==> src/rtl/alu_pkg.sv <==
// Shared types for the stream reduction ALU: operation select and FSM state encodings.
package alu_pkg;

   typedef enum logic [1:0] {
      OpAdd = 2'd0,
      OpMul = 2'd1,
      OpMax = 2'd2,
      OpXor = 2'd3
   } op_e;

   typedef enum logic [1:0] {
      StIdle = 2'd0,
      StRecv = 2'd1,
      StExec = 2'd2,
      StDone = 2'd3
   } state_e;

   function automatic int unsigned bytes_per_opnd(input int unsigned width);
      return width / 8;
   endfunction

endpackage

==> src/rtl/stream_reduce_alu_if.sv <==
// Control, byte-stream and result bundle between a reduction client and stream_reduce_alu.
interface stream_reduce_alu_if
   import alu_pkg::*;
#(
   parameter int unsigned datawidth_p = 32,
   parameter int unsigned lenwidth_p  = 16
);

   logic                   start_i;
   op_e                    op_i;
   logic [lenwidth_p-1:0]  len_i;
   logic                   valid_i;
   logic [7:0]             data_i;
   logic                   ready_o;
   logic                   busy_o;
   logic                   done_o;
   logic [datawidth_p-1:0] result_o;
   logic                   overflow_o;

   modport slave (
      input  start_i, op_i, len_i, valid_i, data_i,
      output ready_o, busy_o, done_o, result_o, overflow_o
   );

   modport master (
      output start_i, op_i, len_i, valid_i, data_i,
      input  ready_o, busy_o, done_o, result_o, overflow_o
   );

endinterface

==> src/rtl/iter_mul.sv <==
// Shift-add unsigned multiplier: one partial product per cycle, full 2W-bit product.
// The load cycle already folds in multiplier bit 0, so v_o pulses width_p cycles after v_i.
module iter_mul #(
   parameter int unsigned width_p = 32
) (
   input  logic                   clk_i,
   input  logic                   rst_ni,
   input  logic                   v_i,
   input  logic [width_p-1:0]     a_i,
   input  logic [width_p-1:0]     b_i,
   output logic                   ready_o,
   output logic                   v_o,
   output logic [2*width_p-1:0]   product_o
);

   localparam int unsigned PW   = 2 * width_p;
   localparam int unsigned CntW = $clog2(width_p + 1);

   logic [PW-1:0]      mcand_q, mcand_d;
   logic [PW-1:0]      prod_q, prod_d;
   logic [width_p-1:0] mplier_q, mplier_d;
   logic [CntW-1:0]    cnt_q, cnt_d;
   logic               busy_q, busy_d;
   logic               idle_q;
   logic               v_q, v_d;

   always_comb begin
      mcand_d  = mcand_q;
      mplier_d = mplier_q;
      prod_d   = prod_q;
      cnt_d    = cnt_q;
      busy_d   = busy_q;
      v_d      = 1'b0;
      if (busy_q) begin
         if (mplier_q[0]) prod_d = prod_q + mcand_q;
         mcand_d  = mcand_q << 1;
         mplier_d = mplier_q >> 1;
         cnt_d    = cnt_q + CntW'(1);
         if (cnt_q == CntW'(width_p - 1)) begin
            busy_d = 1'b0;
            v_d    = 1'b1;
         end
      end else if (v_i) begin
         prod_d   = b_i[0] ? PW'(a_i) : '0;
         mcand_d  = PW'(a_i) << 1;
         mplier_d = b_i >> 1;
         cnt_d    = CntW'(1);
         busy_d   = 1'b1;
      end
   end

   always_ff @(posedge clk_i or negedge rst_ni) begin
      if (!rst_ni) begin
         mcand_q  <= '0;
         mplier_q <= '0;
         prod_q   <= '0;
         cnt_q    <= '0;
         busy_q   <= 1'b0;
         idle_q   <= 1'b1;
         v_q      <= 1'b0;
      end else begin
         mcand_q  <= mcand_d;
         mplier_q <= mplier_d;
         prod_q   <= prod_d;
         cnt_q    <= cnt_d;
         busy_q   <= busy_d;
         idle_q   <= ~busy_d;
         v_q      <= v_d;
      end
   end

   assign ready_o   = idle_q;
   assign v_o       = v_q;
   assign product_o = prod_q;

endmodule

==> src/rtl/stream_reduce_alu.sv <==
// Multi-operand reduction unit: gathers MSB-first operand bytes and folds them with ADD/MUL/MAX/XOR.
// The multiplier is launched on the last byte handshake so a MUL step occupies exactly datawidth_p exec cycles.
module stream_reduce_alu
   import alu_pkg::*;
#(
   parameter int unsigned datawidth_p = 32,
   parameter int unsigned lenwidth_p  = 16
) (
   input logic                clk_i,
   input logic                rst_ni,
   stream_reduce_alu_if.slave bus
);

   localparam int unsigned W   = datawidth_p;
   localparam int unsigned L   = lenwidth_p;
   localparam int unsigned PW  = 2 * W;
   localparam int unsigned NB  = bytes_per_opnd(W);
   localparam int unsigned BcW = (NB > 1) ? $clog2(NB) : 1;

   state_e        state_q, state_d;
   logic          ready_q, ready_d;
   logic          busy_q, busy_d;
   logic          done_q, done_d;

   op_e           op_q, op_d;
   logic [L-1:0]  rem_q, rem_d;
   logic [BcW-1:0] bcnt_q, bcnt_d;
   logic [W-1:0]  opnd_q, opnd_d;
   logic [W-1:0]  acc_q, acc_d;
   logic          ovf_q, ovf_d;
   logic          first_q, first_d;

   logic          hs;
   logic          last_byte;
   logic [W-1:0]  opnd_shift;
   logic [W:0]    add_sum;
   logic          exec_done;
   logic          mul_v_i;
   logic          mul_ready;
   logic          mul_v;
   logic [PW-1:0] mul_prod;

   assign hs         = bus.valid_i & ready_q;
   assign last_byte  = (bcnt_q == BcW'(NB - 1));
   assign opnd_shift = W'({opnd_q, bus.data_i});
   assign add_sum    = {1'b0, acc_q} + {1'b0, opnd_q};
   assign mul_v_i    = hs & last_byte & (op_q == OpMul) & ~first_q & mul_ready;
   assign exec_done  = first_q | (op_q != OpMul) | mul_v;

   iter_mul #(.width_p(W)) u_iter_mul (
      .clk_i     (clk_i),
      .rst_ni    (rst_ni),
      .v_i       (mul_v_i),
      .a_i       (acc_q),
      .b_i       (opnd_shift),
      .ready_o   (mul_ready),
      .v_o       (mul_v),
      .product_o (mul_prod)
   );

   // FSM state and registered status outputs
   always_ff @(posedge clk_i or negedge rst_ni) begin
      if (!rst_ni) begin
         state_q <= StIdle;
         ready_q <= 1'b0;
         busy_q  <= 1'b0;
         done_q  <= 1'b0;
      end else begin
         state_q <= state_d;
         ready_q <= ready_d;
         busy_q  <= busy_d;
         done_q  <= done_d;
      end
   end

   always_comb begin
      state_d = state_q;
      case (state_q)
         StIdle: if (bus.start_i) state_d = (bus.len_i == '0) ? StDone : StRecv;
         StRecv: if (hs && last_byte) state_d = StExec;
         StExec: if (exec_done) state_d = (rem_q == L'(1)) ? StDone : StRecv;
         StDone: state_d = StIdle;
      endcase
   end

   always_comb begin
      ready_d = 1'b0;
      busy_d  = 1'b0;
      done_d  = 1'b0;
      ready_d = (state_d == StRecv);
      busy_d  = (state_d != StIdle);
      done_d  = (state_d == StDone);
   end

   // Operand shifter, counters, accumulator and sticky overflow
   always_comb begin
      op_d    = op_q;
      rem_d   = rem_q;
      bcnt_d  = bcnt_q;
      opnd_d  = opnd_q;
      acc_d   = acc_q;
      ovf_d   = ovf_q;
      first_d = first_q;
      case (state_q)
         StIdle: begin
            if (bus.start_i) begin
               op_d    = bus.op_i;
               rem_d   = bus.len_i;
               bcnt_d  = '0;
               opnd_d  = '0;
               acc_d   = '0;
               ovf_d   = 1'b0;
               first_d = 1'b1;
            end
         end
         StRecv: begin
            if (hs) begin
               opnd_d = opnd_shift;
               bcnt_d = last_byte ? '0 : bcnt_q + BcW'(1);
            end
         end
         StExec: begin
            if (exec_done) begin
               first_d = 1'b0;
               rem_d   = rem_q - L'(1);
               if (first_q) begin
                  acc_d = opnd_q;
               end else begin
                  case (op_q)
                     OpAdd: begin
                        acc_d = add_sum[W-1:0];
                        ovf_d = ovf_q | add_sum[W];
                     end
                     OpMul: begin
                        acc_d = mul_prod[W-1:0];
                        ovf_d = ovf_q | (|mul_prod[PW-1:W]);
                     end
                     OpMax:   acc_d = (opnd_q > acc_q) ? opnd_q : acc_q;
                     default: acc_d = acc_q ^ opnd_q;
                  endcase
               end
            end
         end
         StDone: begin
         end
      endcase
   end

   always_ff @(posedge clk_i or negedge rst_ni) begin
      if (!rst_ni) begin
         op_q    <= OpAdd;
         rem_q   <= '0;
         bcnt_q  <= '0;
         opnd_q  <= '0;
         acc_q   <= '0;
         ovf_q   <= 1'b0;
         first_q <= 1'b0;
      end else begin
         op_q    <= op_d;
         rem_q   <= rem_d;
         bcnt_q  <= bcnt_d;
         opnd_q  <= opnd_d;
         acc_q   <= acc_d;
         ovf_q   <= ovf_d;
         first_q <= first_d;
      end
   end

   assign bus.ready_o    = ready_q;
   assign bus.busy_o     = busy_q;
   assign bus.done_o     = done_q;
   assign bus.result_o   = acc_q;
   assign bus.overflow_o = ovf_q;

endmodule

==> src/flat_wrapper.sv <==
// flat-port wrapper written by rule: the top's interface ports become plain ports
module stream_reduce_alu_flat import alu_pkg::*;
#(
   parameter int unsigned datawidth_p = 32,
   parameter int unsigned lenwidth_p  = 16
)
  (clk_i, rst_ni, bus_start_i, bus_op_i, bus_len_i, bus_valid_i, bus_data_i, bus_ready_o, bus_busy_o, bus_done_o, bus_result_o, bus_overflow_o);
  stream_reduce_alu_if #(.datawidth_p(datawidth_p), .lenwidth_p(lenwidth_p)) bus_i ();
  input logic clk_i;
  input logic rst_ni;
  input wire logic [$bits(bus_i.start_i)-1:0] bus_start_i;
  input wire logic [$bits(bus_i.op_i)-1:0] bus_op_i;
  input wire logic [$bits(bus_i.len_i)-1:0] bus_len_i;
  input wire logic [$bits(bus_i.valid_i)-1:0] bus_valid_i;
  input wire logic [$bits(bus_i.data_i)-1:0] bus_data_i;
  output wire logic [$bits(bus_i.ready_o)-1:0] bus_ready_o;
  output wire logic [$bits(bus_i.busy_o)-1:0] bus_busy_o;
  output wire logic [$bits(bus_i.done_o)-1:0] bus_done_o;
  output wire logic [$bits(bus_i.result_o)-1:0] bus_result_o;
  output wire logic [$bits(bus_i.overflow_o)-1:0] bus_overflow_o;
  assign bus_i.start_i = bus_start_i;
  assign bus_i.op_i = bus_op_i;
  assign bus_i.len_i = bus_len_i;
  assign bus_i.valid_i = bus_valid_i;
  assign bus_i.data_i = bus_data_i;
  assign bus_ready_o = bus_i.ready_o;
  assign bus_busy_o = bus_i.busy_o;
  assign bus_done_o = bus_i.done_o;
  assign bus_result_o = bus_i.result_o;
  assign bus_overflow_o = bus_i.overflow_o;
  stream_reduce_alu #(.datawidth_p(datawidth_p), .lenwidth_p(lenwidth_p)) u_core (.clk_i(clk_i), .rst_ni(rst_ni), .bus(bus_i));
endmodule
==> config.mk <==
export PLATFORM = sky130hd
export DESIGN_NAME = stream_reduce_alu_flat
export DESIGN_NICKNAME = d
export VERILOG_FILES = /design/src/rtl/alu_pkg.sv /design/src/rtl/stream_reduce_alu_if.sv /design/src/rtl/iter_mul.sv /design/src/rtl/stream_reduce_alu.sv /design/src/flat_wrapper.sv
export SDC_FILE = /design/constraint.sdc
export NUM_CORES = 1
export LEC_CHECK = 0
export BUFFER_PORTS_ARGS = -buffer_cell sky130_fd_sc_hd__buf_2
export CAP_MARGIN = 20
export CELL_PAD_IN_SITES_DETAIL_PLACEMENT = 0
export CELL_PAD_IN_SITES_GLOBAL_PLACEMENT = 1
export CORE_MARGIN = 2
export CORE_UTILIZATION = 40
export DETAILED_ROUTE_END_ITERATION = 16
export PLACE_DENSITY_LB_ADDON = 0.1
export REMOVE_ABC_BUFFERS = 1
export SLEW_MARGIN = 20
export SYNTH_ARGS = -nofsm -noshare
export SYNTH_HDL_FRONTEND = slang
export SYNTH_SLANG_ARGS = --single-unit
==> constraint.sdc <==
create_clock -name clk_i -period 4.4 [get_ports clk_i]
set_clock_uncertainty 0.15 [all_clocks]
set_input_delay 0.88 -clock clk_i [delete_from_list [all_inputs] [get_ports clk_i]]
set_output_delay 0.88 -clock clk_i [all_outputs]
set_load 0.03 [all_outputs]
======== Word-level counts from Yosys, hierarchy flattened ========
Cells that the tools add are included.
Widths: inputs -> output; s select.
word-level totals
  flip-flop bits (word level) ............. 260
  output and inout bits ................... 36
  word-level logic and storage cells ...... 113
operators by class
  add/sub/neg operators ................... 5
  magnitude comparators ................... 1
  equal/unequal tests ..................... 18
  muxes and demuxes ....................... 44
  bitwise logic cells ..................... 12
  reductions and logical operators ........ 15
operators by type and width
  kind                   count
  $mux 64                5
  $mux 32                8
  $pmux 32 s2            2
  $pmux 32 s3            1
  $add 64x64->64         1
  $add 32x32->33         1
  $gt 32x32->1           1
  $mux 16                2
  $pmux 16 s2            1
  $reduce_or 32->1       1
  $xor 32x32->32         1
  $eq 16x1->1 const B    1
  $logic_not 16->1       1
  $mux 2                 8
  $sub 16x1->16 const B  1
  $mux 6                 2
  $eq 2x2->1 const B     5
  $mux 1                 10
  $pmux 2 s4             1
  $reduce_bool 2->1      4
  $add 6x1->6 const B    1
  $eq 2x1->1 const B     3
  $eq 6x5->1 const B     1
  $ne 2x1->1 const B     3
  other kinds (15)       30

======== Depth between registers and ports, before layout ========
  depth after elaboration ................. 8
  mapped depth ............................ 15
  gate-level depth less buffers ........... 14

======== Cells and area by module ========
From an unflattened synthesis, not the netlist that was laid out.
second synthesis, totals
  cells, all modules ...................... 2190
  area total of the unflattened synthesis .. 18592.8 µm²
modules (own cells, without submodules)
  module             instances  cells each  area an instance (µm²)  seq. area each (µm²)
  iter_mul           1          1267        11001.8                 4180.3
  stream_reduce_alu  1          923         7591.0                  2277.2

======== Least setup slack after synthesis ========
OpenSTA, ideal clock, no wires.
  path type ............................... flip-flop to flip-flop
  start point ............................. register u_core.acc_q[1], in the netlist u_core.bus.result_o[1]
  end point ............................... register u_core.acc_q[29], in the netlist u_core.bus.result_o[29]
  library setup time ...................... 0.103 ns
  arrival ................................. 3.299 ns
  setup slack ............................. 0.848 ns
  cell stages (with the launch flop) ...... 14
  cells stage by stage .................... dfrtp_1 -> inv_1 -> ha_1 -> nand2b_1 -> a21oi_1 -> o21ai_1 -> o211ai_2 -> o21ai_2 -> o31a_1 -> o31a_1 -> or4b_1 -> and3_1 -> o21a_1 -> o41ai_2
between the ends
  cells in the longest elaborated chain, start to end .. 5
  elaborated cells between the ends (all ways) .. 8
  classes of those cells .................. add/sub: 1; order compare: 1; eq/ne: 1; mux: 4; reduce/logical: 1
ends and longest elaborated chain
  element                 line                      source
  from (decl)             stream_reduce_alu.sv:29   logic [W-1:0] acc_q, acc_d;
  from (signal assigned)  stream_reduce_alu.sv:155  acc_q <= '0;
  from (signal assigned)  stream_reduce_alu.sv:163  acc_q <= acc_d;
  $add 32x32->33          stream_reduce_alu.sv:46   assign add_sum = {1'b0, acc_q} + {1'b0, opnd_q};
  $pmux 32 s3             stream_reduce_alu.sv:129  case (op_q)
  $mux 32                 stream_reduce_alu.sv:126  if (first_q) begin
  $mux 32                 stream_reduce_alu.sv:123  if (exec_done) begin
  $pmux 32 s2             stream_reduce_alu.sv:104  case (state_q)
Several ways; a longest one is shown, not always the timed one. The select of a mux whose other input is x is not followed.
A chain may end at the register's enable or synchronous reset.

======== Worst setup path after layout ========
  start point ............................. register u_core.acc_q[7], in the netlist u_core.bus.result_o[7]
  end point ............................... register u_core.acc_q[20], in the netlist u_core.bus.result_o[20]
The elaborated chain is that of the path after synthesis.

==> flow_summary_export.csv <==
group,metric,value,unit
status,status,"completed",
sta,max_slew_margin,0.355,
synthesis,synth-main-ff-cell,"dfrtp_1",
setup_path,crit_arrival,4.31,ns
sta,final.period_utilization,0.911,
sta,hold_viol_final,0,
setup_path,worstSetupPathType,"reg -> reg",
synthesis,synth_compound_area_frac,0.283,
placed_design,io_buffers,65,
setup_path,path_cells,"inv_1, ha_1, inv_1, a2111oi_0, o21ai_0, a311oi_2, o31ai_1, buf_4, a21oi_1, o21ai_0, or4_1, a31oi_1, a21oi_1, o31ai_1",
run,cap_violations,0,
power_and_ir_drop,powerDensity,504,mW/mm²
synthesis,synth.top_cell.area_share,0.366,
synthesis,synthMuxAreaShare,0.0105,
clock_tree,cts_setup_buffers,0,
power_and_ir_drop,swShare,0.409,
clock_tree,cts_resized,0,
global_route,grt_pass1_vias,15700,
die,pin_count,66,
setup_path,worstSetupStartpointType,"flop",
detailed_routing,firstDrtPassIters,10,
sta,setup_viol,0,
synthesis,synthAdderAreaFrac,0.0949,
die,start_util,0.407,
global_route,grt_pass1_wl,92.7,mm
synthesis,synth_seq_cells,258,
final_layout,seq_area,0.00646,mm²
setup_path,critical-path-max-stage-delay,0.50,ns
synthesis,async_reset_ff_frac,1.00,
detailed_routing,viasPerCell,5.96,
setup_path,path_buf_inv,3,
detailed_routing,drc,0,
power_and_ir_drop,pwr-share-comb,0.367,
synthesis,yosysWarnings,0,
final_layout,fillers,4339,
sta,setup_slack,0.391,ns
placed_design,dp_slack,0.473,ns
clock_tree,clock_sinks,258,
final_layout,drive_above_1_share,0.105,
clock_tree,htreeDepth,2,
power_and_ir_drop,p_seq_frac,0.327,
power_and_ir_drop,irDropWorstVdd,0.000282,V
die,coreArea,0.0432,mm²
die,die-area,0.0456,mm²
placed_design,gp_congestion,0.927,
synthesis,synth.distinct_cells,77,
detailed_routing,final_antenna_net_count,0,
setup_path,path_max_fanout,6,
sta,post-route-min-period,4.01,ns
final_layout,area_growth,13.6,%
global_route,grt_start_max_net_pins,95,
synthesis,synth_top_family_by_area,"compound AO/OA/AOI/OAI gates",
setup_path,critPathCaptureType,"flop",
setup_path,critPathTopFamily,"compound AO/OA/AOI/OAI gates",
setup_path,required,4.70,ns
die,die_h,214,µm
power_and_ir_drop,clockPowerShare,0.306,
clock_tree,cts_hold_buf,0,
final_layout,nets,2248,
die,rows,76,
synthesis,synthSimpleGateAreaFrac,0.150,
synthesis,ys_seq_area_frac,0.368,
sta,rsz0062_at_grt,"false",
sta,fmax,249,MHz
worst_hold_path,min_path_type,"in -> async",
placed_design,hpwl,42.0,mm
synthesis,synth_cells,2053,
sta,drv_slew,0,
clock_tree,clk_latency,0.56,ns
detailed_routing,wirelength,59.6,mm
power_and_ir_drop,leakage,9.84,nW
power_and_ir_drop,switchingPower,0.00411,W
synthesis,synth_area_leaders,"dfrtp_1, ha_1, a21oi_1",
detailed_routing,wl_per_cell,22.1,µm
sta,fin_setup_tns,0,ns
final_layout,multi_input_comb_area,0.0101,mm²
final_layout,fin_util,0.462,
synthesis,yosysTopAreaCell,"dfrtp_1",
synthesis,synth_area,0.0176,mm²
clock_tree,cts_tree,"yes",
synthesis,synth-edff-count,0,
die,die_w,214,µm
clock_tree,clkSlewWorstSetupHoldPaths,0.06,ns
detailed_routing,drt_iter0_markers,1583,
detailed_routing,vias,16100,
final_layout,diodes,0,
clock_tree,cts_max_path_buffers,3,
power_and_ir_drop,p_int,0.00594,W
global_route,antenna_found_initial,0,
global_route,grt-ovfl-total,0,
clock_tree,cts_root_buf,"clkbuf_16",
global_route,track_usage,0.263,
synthesis,syn_area_per_cell,8.56,µm²
synthesis,synth_xor_area_frac,0.0344,
setup_path,slowest_stage,"a311oi_2",
clock_tree,cts_buffers,35,
sta,tightestPinTransition,0.957,ns
## per-layer routing
metal  vias to the layer above  routed length [µm]  track usage  part of all wire
li1                       7638                   -            -                 -
met1                      7875               27900        0.374              0.47
met2                       464               26500        0.406              0.44
met3                       102                3320       0.0401             0.056
met4                         0                1900       0.0951             0.032
met5                         -                   0            0                 0
## layout by cell type (no fill, tap or decap), types with 16 or more instances in the layout
cell type and n:
a21o_1 55, a21oi_1 183, a221oi_1 20, a222oi_1 62, a22o_1 53, a31oi_1 22, and3_1 23, buf_2 64
buf_4 51, clkbuf_16 36, dfrtp_1 255, ha_1 130, inv_1 154, nand2_1 215, nand2b_1 16, nand3_1 40
nand4_1 24, nor2_1 145, nor3_1 30, nor4_1 22, o21ai_0 156, o21bai_1 32, o22ai_1 16, o31ai_1 18
xnor2_1 44, xor2_1 25
## state kept, by name, summed over array words and instances, names as in the netlist, 2 cells and up
name	flops
u_core.u_iter_mul.product_o	64
u_core.rem_q	16
u_core.bcnt_q	2
u_core.u_iter_mul.cnt_q	6
u_core.u_iter_mul.mcand_q	63
u_core.u_iter_mul.mplier_q	31
u_core.op_q	2
u_core.opnd_q	32
u_core.state_q	2
u_core.bus.result_o	32
## worst paths after layout
path,start,endpoint,slack (ns),depth (start not counted)
max,u_core.bus.result_o[7]$_DFFE_PN0P_,u_core.bus.result_o[20]$_DFFE_PN0P_,0.39,14
min,rst_ni,u_core.u_iter_mul.product_o[16]$_DFFE_PN0P_,0.20,1
max reg2reg,u_core.bus.result_o[7]$_DFFE_PN0P_,u_core.bus.result_o[20]$_DFFE_PN0P_,0.39,14
min reg2reg,u_core.u_iter_mul.cnt_q[5]$_DFFE_PN0P_,u_core.u_iter_mul.cnt_q[5]$_DFFE_PN0P_,0.33,1
max in group asynchronous,rst_ni,u_core.u_iter_mul.ready_o$_DFF_PN1_,3.04,2
min in group clk_i,u_core.u_iter_mul.cnt_q[5]$_DFFE_PN0P_,u_core.u_iter_mul.cnt_q[5]$_DFFE_PN0P_,0.33,1
## cell usage after synthesis (all sizes together), types with 10 or more instances
cell,instances
o22ai,16
a21oi,183
a21o,55
and3,23
nand2b,17
xor2,25
clkbuf,116
o21ai,159
a211oi,13
dfrtp,257
a221oi,20
ha,130
nand3,40
nor4,24
o21bai,32
a22o,53
nor3,31
o31ai,19
nand2,215
nor2b,12
nand4,24
buf,10
a222oi,62
a31oi,22
nor2,149
xnor2,44
inv,155
o21a,12
## power by group through the flow
| stage | combinational (W) | sequential, W | clock [W] |
|---|---|---|---|
| floorplan | 0.00219 | 0.00328 | 0 |
| global placement | 0.00360 | 0.00330 | 0 |
| detailed placement | 0.00363 | 0.00330 | 0 |
| CTS | 0.00365 | 0.00326 | 0.00316 |
| global route | 0.00407 | 0.00333 | 0.00324 |
| finish | 0.00369 | 0.00328 | 0.00308 |
## through the flow
stage                     instance area (µm²)  hold WS, ns  instances  total power [W]
final                                   20000        0.199       2698           0.0100
after global routing                    20000        0.272       2698           0.0106
after CTS                               19900        0.244       2698           0.0101
after detailed placement                18700        0.324       2634          0.00694
after global placement                  18700        0.313       2634          0.00690
after floorplan                         17100        0.283       1927          0.00547
## logic make-up after synthesis
logic type      after synthesis
compound gates              728
xor+xnor                     69
fa+ha+maj                   132
buf+inv                     281
flops                       258
mux                          12
simple gates                573
## final cells by class
cell class | instances | area share
repair buffers | 122 | 0.0420
well taps | 585 | 0.0367
inverters | 155 | 0.0292
clock inverters | 16 | 0.0115
multi-input cells | 1514 | 0.506
clock buffers | 48 | 0.0509
flip-flops and latches | 258 | 0.324
(Power assumes the default switching activity.)
